File: config.mk
export PLATFORM = sky130hd
export DESIGN_NAME = ddr_wr_arb
export DESIGN_NICKNAME = d
export VERILOG_FILES = /design/src/rtl/ddr_wr_arb_pkg.sv /design/src/rtl/ddr_wr_arb_rr_arb2.sv /design/src/rtl/ddr_wr_arb.sv
export SDC_FILE = /design/constraint.sdc
export NUM_CORES = 1
export LEC_CHECK = 0
export CAP_MARGIN = 15
export CORE_AREA = 8 8 332 334
export DETAILED_ROUTE_END_ITERATION = 8
export DIE_AREA = 0 0 340 342
export DONT_BUFFER_PORTS = 1
export PLACE_DENSITY = 0.36
export SETUP_SLACK_MARGIN = 0.1
export SYNTH_ARGS = -nofsm -noshare
export SYNTH_HDL_FRONTEND = slang
export SYNTH_HIERARCHICAL = 1
export SYNTH_SLANG_ARGS = --single-unit
File: constraint.sdc
create_clock -name ddr_clk -period 3.1 [get_ports ddr_clk]
set_input_delay 0.465 -clock ddr_clk [delete_from_list [all_inputs] [get_ports ddr_clk]]
set_output_delay 0.465 -clock ddr_clk [all_outputs]
set_load 0.01 [all_outputs]
File: src/rtl/ddr_wr_arb_pkg.sv
`default_nettype none
// ============================================================================
// Module      : ddr_wr_arb_pkg
// Description : Shared widths, timeout default and FSM encoding for the
//               two-requester DDR write-port arbiter.
// Revision    : 1.0 - initial release
// ============================================================================
package ddr_wr_arb_pkg;

    localparam int c_ADDR_W = 28;
    localparam int c_DATA_W = 256;
    localparam int c_LEN_W  = 4;
    localparam int c_TO_CYC = 4096;

    localparam logic [1:0] c_ST_IDLE  = 2'd0;
    localparam logic [1:0] c_ST_ISSUE = 2'd1;
    localparam logic [1:0] c_ST_BUSY  = 2'd2;
    localparam logic [1:0] c_ST_DONE  = 2'd3;

    typedef enum logic [1:0] {
        ST_IDLE  = c_ST_IDLE,
        ST_ISSUE = c_ST_ISSUE,
        ST_BUSY  = c_ST_BUSY,
        ST_DONE  = c_ST_DONE
    } state_t;

    function automatic logic [1:0] onehot2(input logic idx);
        return idx ? 2'b10 : 2'b01;
    endfunction

endpackage
`default_nettype wire

File: src/rtl/ddr_wr_arb_rr_arb2.sv
`default_nettype none
// ============================================================================
// Module      : rr_arb2
// Description : Two-way round-robin winner select; the pointer moves to the
//               other requester whenever a burst retires.
// Revision    : 1.0 - initial release
// ============================================================================
module rr_arb2
    import ddr_wr_arb_pkg::*;
(
    input  logic       clk,
    input  logic       rstn,
    input  logic [1:0] i_req,
    input  logic       i_adv,
    input  logic       i_adv_owner,
    output logic       o_win,
    output logic [1:0] o_win_oh,
    output logic       o_any
);

    logic r_ptr;

    always_ff @(posedge clk) begin
        if (!rstn) begin
            r_ptr <= 1'b0;
        end else if (i_adv) begin
            r_ptr <= ~i_adv_owner;
        end
    end

    // Pointer only matters on contention; a sole requester always wins.
    always_comb begin
        o_any    = |i_req;
        o_win    = (i_req == 2'b11) ? r_ptr : i_req[1];
        o_win_oh = onehot2(o_win);
    end

endmodule
`default_nettype wire

File: src/rtl/ddr_wr_arb.sv
`default_nettype none
// ============================================================================
// Module      : ddr_wr_arb
// Description : Round-robin arbiter for the DDR controller write handshake,
//               one burst in flight. Define DDR_WR_ARB_STAT_EN for burst and
//               timeout statistics counters.
// Revision    : 1.0 - initial release
// ============================================================================
module ddr_wr_arb
    import ddr_wr_arb_pkg::*;
#(
    parameter int ADDR_W = c_ADDR_W,
    parameter int DATA_W = c_DATA_W,
    parameter int LEN_W  = c_LEN_W,
    parameter int TO_CYC = c_TO_CYC
) (
    input  logic              ddr_clk,
    input  logic              rstn,
    input  logic              ini_done,
    input  logic              req0,
    input  logic              req1,
    input  logic [LEN_W-1:0]  len0,
    input  logic [LEN_W-1:0]  len1,
    input  logic [ADDR_W-1:0] addr0,
    input  logic [ADDR_W-1:0] addr1,
    input  logic [DATA_W-1:0] data0,
    input  logic [DATA_W-1:0] data1,
    output logic              ack0,
    output logic              ack1,
    output logic              err0,
    output logic              err1,
    output logic [1:0]        gnt,
    input  logic              wr_busy,
    input  logic              wr_done,
    output logic              wr_req,
    output logic [LEN_W-1:0]  awlen,
    output logic [ADDR_W-1:0] ddr_waddr,
    output logic [DATA_W-1:0] ddr_wdata
`ifdef DDR_WR_ARB_STAT_EN
    ,
    output logic [31:0]       bcnt0,
    output logic [31:0]       bcnt1,
    output logic [15:0]       tocnt
`endif
);

    localparam int                c_TO_W    = $clog2(TO_CYC + 1);
    localparam logic [c_TO_W-1:0] c_TO_LAST = c_TO_W'(TO_CYC - 1);

    state_t              r_state;
    logic                r_owner;
    logic [c_TO_W-1:0]   r_to_cnt;

    logic                w_win;
    logic [1:0]          w_win_oh;
    logic                w_any;
    logic                w_active;
    logic                w_fin_ok;
    logic                w_fin_to;

    rr_arb2 u_rr_arb2 (
        .clk         (ddr_clk),
        .rstn        (rstn),
        .i_req       ({req1, req0}),
        .i_adv       (r_state == ST_DONE),
        .i_adv_owner (r_owner),
        .o_win       (w_win),
        .o_win_oh    (w_win_oh),
        .o_any       (w_any)
    );

    // Completion beats timeout when both land on the same cycle.
    assign w_active = (r_state == ST_ISSUE) || (r_state == ST_BUSY);
    assign w_fin_ok = w_active && wr_done;
    assign w_fin_to = w_active && !wr_done && (r_to_cnt == c_TO_LAST);

    always_ff @(posedge ddr_clk) begin
        if (!rstn) begin
            r_state   <= ST_IDLE;
            r_owner   <= 1'b0;
            r_to_cnt  <= '0;
            gnt       <= 2'b00;
            wr_req    <= 1'b0;
            awlen     <= '0;
            ddr_waddr <= '0;
            ddr_wdata <= '0;
            ack0      <= 1'b0;
            ack1      <= 1'b0;
            err0      <= 1'b0;
            err1      <= 1'b0;
        end else begin
            ack0 <= 1'b0;
            ack1 <= 1'b0;
            err0 <= 1'b0;
            err1 <= 1'b0;
            if (gnt != 2'b00) begin
                ddr_wdata <= r_owner ? data1 : data0;
            end

            if (w_fin_ok || w_fin_to) begin
                r_state <= ST_DONE;
                wr_req  <= 1'b0;
                gnt     <= 2'b00;
                ack0    <= ~r_owner;
                ack1    <= r_owner;
                err0    <= w_fin_to & ~r_owner;
                err1    <= w_fin_to & r_owner;
            end else begin
                case (r_state)
                    ST_IDLE: begin
                        if (ini_done && w_any) begin
                            r_owner   <= w_win;
                            gnt       <= w_win_oh;
                            awlen     <= w_win ? len1 : len0;
                            ddr_waddr <= w_win ? addr1 : addr0;
                            r_to_cnt  <= '0;
                            r_state   <= ST_ISSUE;
                        end
                    end
                    ST_ISSUE: begin
                        r_to_cnt <= r_to_cnt + 1'b1;
                        // Only a busy seen against our own request means acceptance.
                        if (wr_req && wr_busy) begin
                            wr_req  <= 1'b0;
                            r_state <= ST_BUSY;
                        end else begin
                            wr_req <= 1'b1;
                        end
                    end
                    ST_BUSY: begin
                        r_to_cnt <= r_to_cnt + 1'b1;
                    end
                    ST_DONE: begin
                        r_state <= ST_IDLE;
                    end
                    default: begin
                        r_state <= ST_IDLE;
                    end
                endcase
            end
        end
    end

`ifdef DDR_WR_ARB_STAT_EN
    always_ff @(posedge ddr_clk) begin
        if (!rstn) begin
            bcnt0 <= '0;
            bcnt1 <= '0;
            tocnt <= '0;
        end else if (r_state == ST_DONE) begin
            if (err0 || err1) begin
                if (tocnt != '1) tocnt <= tocnt + 1'b1;
            end else if (ack1) begin
                if (bcnt1 != '1) bcnt1 <= bcnt1 + 1'b1;
            end else begin
                if (bcnt0 != '1) bcnt0 <= bcnt0 + 1'b1;
            end
        end
    end
`endif

endmodule
`default_nettype wire

## Word level (Yosys, flattened, before mapping)

Index checks and enable logic that the tools add are counted.

| cells by class | value |
|---|---|
| add/sub/neg operators | 1 |
| equality and inequality tests | 8 |
| multiplexer cells | 12 |
| bitwise logic cells | 5 |
| reductions and logical operators | 20 |

Operators by type and width:

| kind | number |
|---|---|
| $mux W256 | 1 |
| $mux W28 | 1 |
| $pmux W13 S2 | 1 |
| $add A13 B1 Y13 const B | 1 |
| $eq A13 B12 Y1 const B | 1 |
| $mux W13 | 1 |
| $reduce_and A3 Y1 | 3 |
| $mux W2 | 4 |
| $eq A2 B2 Y1 const B | 3 |
| $pmux W2 S3 | 1 |
| $reduce_or A2 Y1 | 3 |
| $logic_and A1 B1 Y1 | 5 |
| $mux W4 | 1 |
| $reduce_and A2 Y1 | 2 |
| $reduce_bool A2 Y1 | 2 |
| $reduce_bool A4 Y1 | 1 |
| $ne A3 B1 Y1 const B | 1 |
| $ne A3 B3 Y1 const B | 1 |
| $not A1 Y1 | 3 |
| $and A1 B1 Y1 | 2 |
| $eq A2 B1 Y1 const B | 1 |
| $logic_not A2 Y1 | 1 |
| $logic_or A1 B1 Y1 | 2 |
| $mux W1 | 2 |
| other kinds (2) | 2 |

| storage, ports and cells | value |
|---|---|
| bits in registers | 312 |
| input bits | 583 |
| output and inout bits | 295 |
| logic and storage cells | 59 |

## Depth between registers and ports, before layout

| depth | value |
|---|---|
| word-level depth | 7 |
| depth in mapped cells | 9 |
| gate-level depth less buffers | 6 |

## Modules after synthesis

The synthesis kept the hierarchy.

By module, submodules not included:

| module | instances | cells an instance | area an instance (µm²) | sequential area each (µm²) |
|---|---|---|---|---|
| ddr_wr_arb | 1 | 1423 | 13745.7 | 6226.0 |
| rr_arb2 | 1 | 8 | 63.8 | 20.0 |

## Least setup slack after synthesis

Ideal clock, no wire load.

| timing path | value |
|---|---|
| kind | flip-flop to flip-flop |
| start | register r_state[0] |
| end | register ddr_waddr[21] |
| library setup time | 0.137 ns |
| data arrival time | 1.873 ns |
| required time | 2.963 ns |
| setup slack | 1.090 ns |
| stages on the path, launching flop included | 10 |
| buffers on the path | 3 |
| period minus slack after synthesis | 2.010 ns |
| cell sequence | dfxtp_1 -> inv_1 -> ha_1 -> buf_2 -> nand2b_1 -> or4_4 -> buf_6 -> buf_6 -> a21oi_1 -> a211oi_1 |

| on the way | value |
|---|---|
| longest elaborated chain between the ends | 7 |
| elaborated cells between the ends (all ways) | 10 |
| classes of those cells | eq/ne (2); bitwise (1); reduce/logical (7) |

RTL lines:

| what | line | source |
|---|---|---|
| from (decl) | ddr_wr_arb.sv:50 | `state_t r_state;` |
| from (signal assigned) | ddr_wr_arb.sv:79 | `r_state <= ST_IDLE;` |
| from (signal assigned) | ddr_wr_arb.sv:101 | `r_state <= ST_DONE;` |
| from (signal assigned) | ddr_wr_arb.sv:117 | `r_state <= ST_ISSUE;` |
| $eq A2 B1 Y1 / $eq A2 B2 Y1 (equally long branches) | ddr_wr_arb.sv:73 | `assign w_active = (r_state == ST_ISSUE) \|\| (r_state == ST_BUSY);` |
| $logic_or A1 B1 Y1 | ddr_wr_arb.sv:73 |  |
| $logic_and A1 B1 Y1 (2 in series) | ddr_wr_arb.sv:75 | `assign w_fin_to = w_active && !wr_done && (r_to_cnt == c_TO_LAST);` |
| $logic_or A1 B1 Y1 | ddr_wr_arb.sv:100 | `if (w_fin_ok \|\| w_fin_to) begin` |
| $not A1 Y1 (no line) | -- |  |
| $reduce_and A3 Y1 (no line) * | -- |  |
| to (signal assigned) | ddr_wr_arb.sv:115 | `ddr_waddr <= w_win ? addr1 : addr0;` |
| to (decl) | ddr_wr_arb.sv:37 | `output logic [ADDR_W-1:0] ddr_waddr,` |

Mark *: on every way between the ends. The rest lies on a longest branch, timed or not.
A chain may end at the register's enable or synchronous reset.

## Worst setup path after layout

| timing path | value |
|---|---|
| start | register r_state[0] |
| end | register awlen[2] |

| on the way | value |
|---|---|
| longest elaborated chain between the ends | 7 |
| elaborated cells between the ends (all ways) | 10 |
| classes of those cells | eq/ne (2); bitwise (1); reduce/logical (7) |

RTL lines:

| what | line | source |
|---|---|---|
| $eq A2 B1 Y1 / $eq A2 B2 Y1 (equally long branches) | ddr_wr_arb.sv:73 |  |
| $logic_or A1 B1 Y1 | ddr_wr_arb.sv:73 |  |
| $logic_and A1 B1 Y1 (2 in series) | ddr_wr_arb.sv:75 |  |
| $logic_or A1 B1 Y1 | ddr_wr_arb.sv:100 |  |
| $not A1 Y1 (no line) | -- |  |
| $reduce_and A3 Y1 (no line) * | -- |  |
| to (signal assigned) | ddr_wr_arb.sv:114 | `awlen <= w_win ? len1 : len0;` |
| to (decl) | ddr_wr_arb.sv:36 | `output logic [LEN_W-1:0] awlen,` |

Marks and branches as above.

==> results.txt <==
status - finished, final reports clean
grt met1 use - 0.103
unrepaired setup endpoints after global routing - no
kind of critical path - reg -> reg
peak supply drop - 333 uV
Inserted Clock Buffers - 40
Die Y - 342 um
setup_tns - 0 ps
CTS tree - built
R2R Setup Slk - 750 ps
Synth cell types - 45
met3 Usage GRT - 0.0423
largest net degree at the start of global routing - 146
Synth top cells by count - dfxtp_1 (312), mux2i_1 (288), a211oi_1 (286), nor2_1 (264), clkbuf_1 (88)
Inst Count DP - 2722
CTS Buffer Depth - 3
vias in the first global route - 11.2k
PostCTS Resize Cnt - 0
post-route ant nets - 0
Non-Filler Instances - 2799
Die X - 340 um
Lkg Pwr - 4.84 nW
hpwl dp - 49.4 mm
Worst Skew - 18.2 ps
Final Wtd Congestion - 0.804
cell area power density - 868 mW/mm^2
Hold WS - 77.6 ps
# nets final - 1963
post-synth top area share - 0.452
Synth area leader - dfxtp_1
initial antenna violation count - 5
FF-to-FF Start - r_state[0]
Final Hold Violating Endpoints - 0
Cell Area, Synth - 0.0138 mm^2
TritonRoute pass-1 iters - 5
htree depth - 2
prevailing post-synth register cell - dfxtp_1
sequential area share after synthesis - 0.452
Area Growth Syn to Fin - 20.6%
clk root buf - clkbuf_16
fmax - 426 MHz
fin crit period - 2350 ps
drt wl/cell - 21.5 um
FF+latch count, synth - 312
core area - 0.105 mm^2
drt total wl - 60.1 mm
relative slew slack - 0.190
Worst path depth - 7
Crit path largest cell delay - 560 ps
DRC viols - 0
Slew @ Worst Pin - 1210 ps
critical path's top delay family - simple AND/OR/NAND/NOR gates
max cap viols - 0
routing usage on met2 - 0.168
gr busiest metal - met2
Final Max Tran Viols - 0
final setup vio count - 0
Syn Area/Cell - 9.65 um^2
syn_nets - 2018
Worst-path clk slew - 60 ps
Worst setup SP type - flop
area occupied by registers - 0.00625 mm^2
Final period util - 0.757
WP buf/inv - 2
Top-Level Pins - 878
CP Capture Point - awlen[2]
pre-CTS setup slack - 748 ps
via count - 10.7k
Reg-to-Reg End - awlen[2]
row cnt - 119
final setup margin - 754 ps
CP cell instances - inv_1 > ha_1 > nand2b_1 > nor4_4 > nor2_2 > buf_12 > a211oi_1
first-pass GRT wire length - 83.7 mm
CP arrival - 2810 ps
clock sink count - 312
Crit Path Max Fanout - 28
CP endpoint kind - flop
share of cells above drive strength 1 - 0.0840
Yosys warning total - 6
Slowest cell on crit path - nor4_4
Mapped Cells - 1431
most frequent cell after synthesis - dfxtp_1
grt ovf - 0
CP startpoint - r_state[0]
vias per inst - 3.84
largest cells by area after synthesis - dfxtp_1 (45%), mux2i_1 (21%), a211oi_1 (16%)
IO Port Bufs - 0
starting density of the core - 0.132
area of the multi-input gates - 0.00691 mm^2
filler cell count - 11.7k
Async S/R FF share, synth - 0
Post-synth EDFFs - 0
GRT Total Usage - 0.0950
clk_lat worst skew - 570 ps
R2R cell count - 7
drt initial violations - 320
Final Power - 14.5 mW
die area - 0.116 mm^2
worst min-delay path category - in -> reg
Data required, critical path - 3570 ps
[area by class of cell]
class / count / share of cell area
diodes: 3 / 0.000451
clock buffers: 57 / 0.0700
clock inverters: 14 / 0.00698
inverters: 6 / 0.00180
multi-input cells: 975 / 0.415
flip-flops and latches: 312 / 0.375
well taps: 1391 / 0.104
repair buffers: 41 / 0.0264
[metal layers]
metal  part of all wire  wire, um  up-vias
li1                   -         -     5172
met1               0.37     22400     5001
met2               0.50     30300      525
met3               0.11      6340       45
met4              0.018      1100        2
met5            0.00022        13        -
[sequential cells by signal, summed over array words and instances (netlist names)]
name             cells
ack1                 1
ack0                 1
r_state              2
wr_req               1
r_to_cnt            13
err0                 1
r_owner              1
ddr_wdata          256
awlen                4
err1                 1
gnt                  2
u_rr_arb2/r_ptr      1
ddr_waddr           28
[cell usage in the layout (no fill, tap or decap), types with 10 or more instances in the layout]
master     instances
a211oi_1         286
a21oi_1           48
buf_12            10
buf_4             28
clkbuf_16         41
dfxtp_1          311
mux2i_1          288
nand2_1           15
nor2_1           262
[worst reg2reg max path: stages (launching register included)]
cell and delay (ps):
dfxtp_1 390, inv_1 60, ha_1 390, nand2b_1 180, nor4_4 560, nor2_2 200, buf_12 220, a211oi_1 250
[what timing repair did]
| item | CTS | global route |
|---|---|---|
| hold buffers | 3 | 0 |
| setup buffers | 0 | 0 |
| hold endpoints to repair | 7 | 0 |
[metrics by stage]
step	area (um^2)	util
final	16700	0.159
after floorplan	13800	-
after global routing	16700	0.159
after detailed placement	15300	0.147
after CTS	16700	0.159
after global placement	15300	0.147
[worst min path at each step]
stage | start | depth (start not counted) | slack (ps) | end
floorplan | r_to_cnt[12] | 2 | 410 | r_to_cnt[12]
global placement | r_to_cnt[12] | 2 | 430 | r_to_cnt[12]
detailed placement | r_to_cnt[12] | 2 | 430 | r_to_cnt[12]
CTS | rstn | 2 | 2 | ack1
global route | rstn | 2 | 20 | ack1
finish | rstn | 2 | 80 | ack1
[power by group]
group          switching (mW)  internal (mW)  total, mW
Sequential               1.57           5.05       6.62
Combinational            1.93           1.35       3.28
Clock                    1.85           2.71       4.56
Total                    5.35           9.11       14.5
[kinds of logic after synthesis]
logic type	share of synthesized area
compound gates	0.191
buf+inv	0.0480
flops	0.452
mux	0.209
simple gates	0.0966
fa+ha+maj	0.00362
Note: power is estimated with default switching activity, not from simulation.
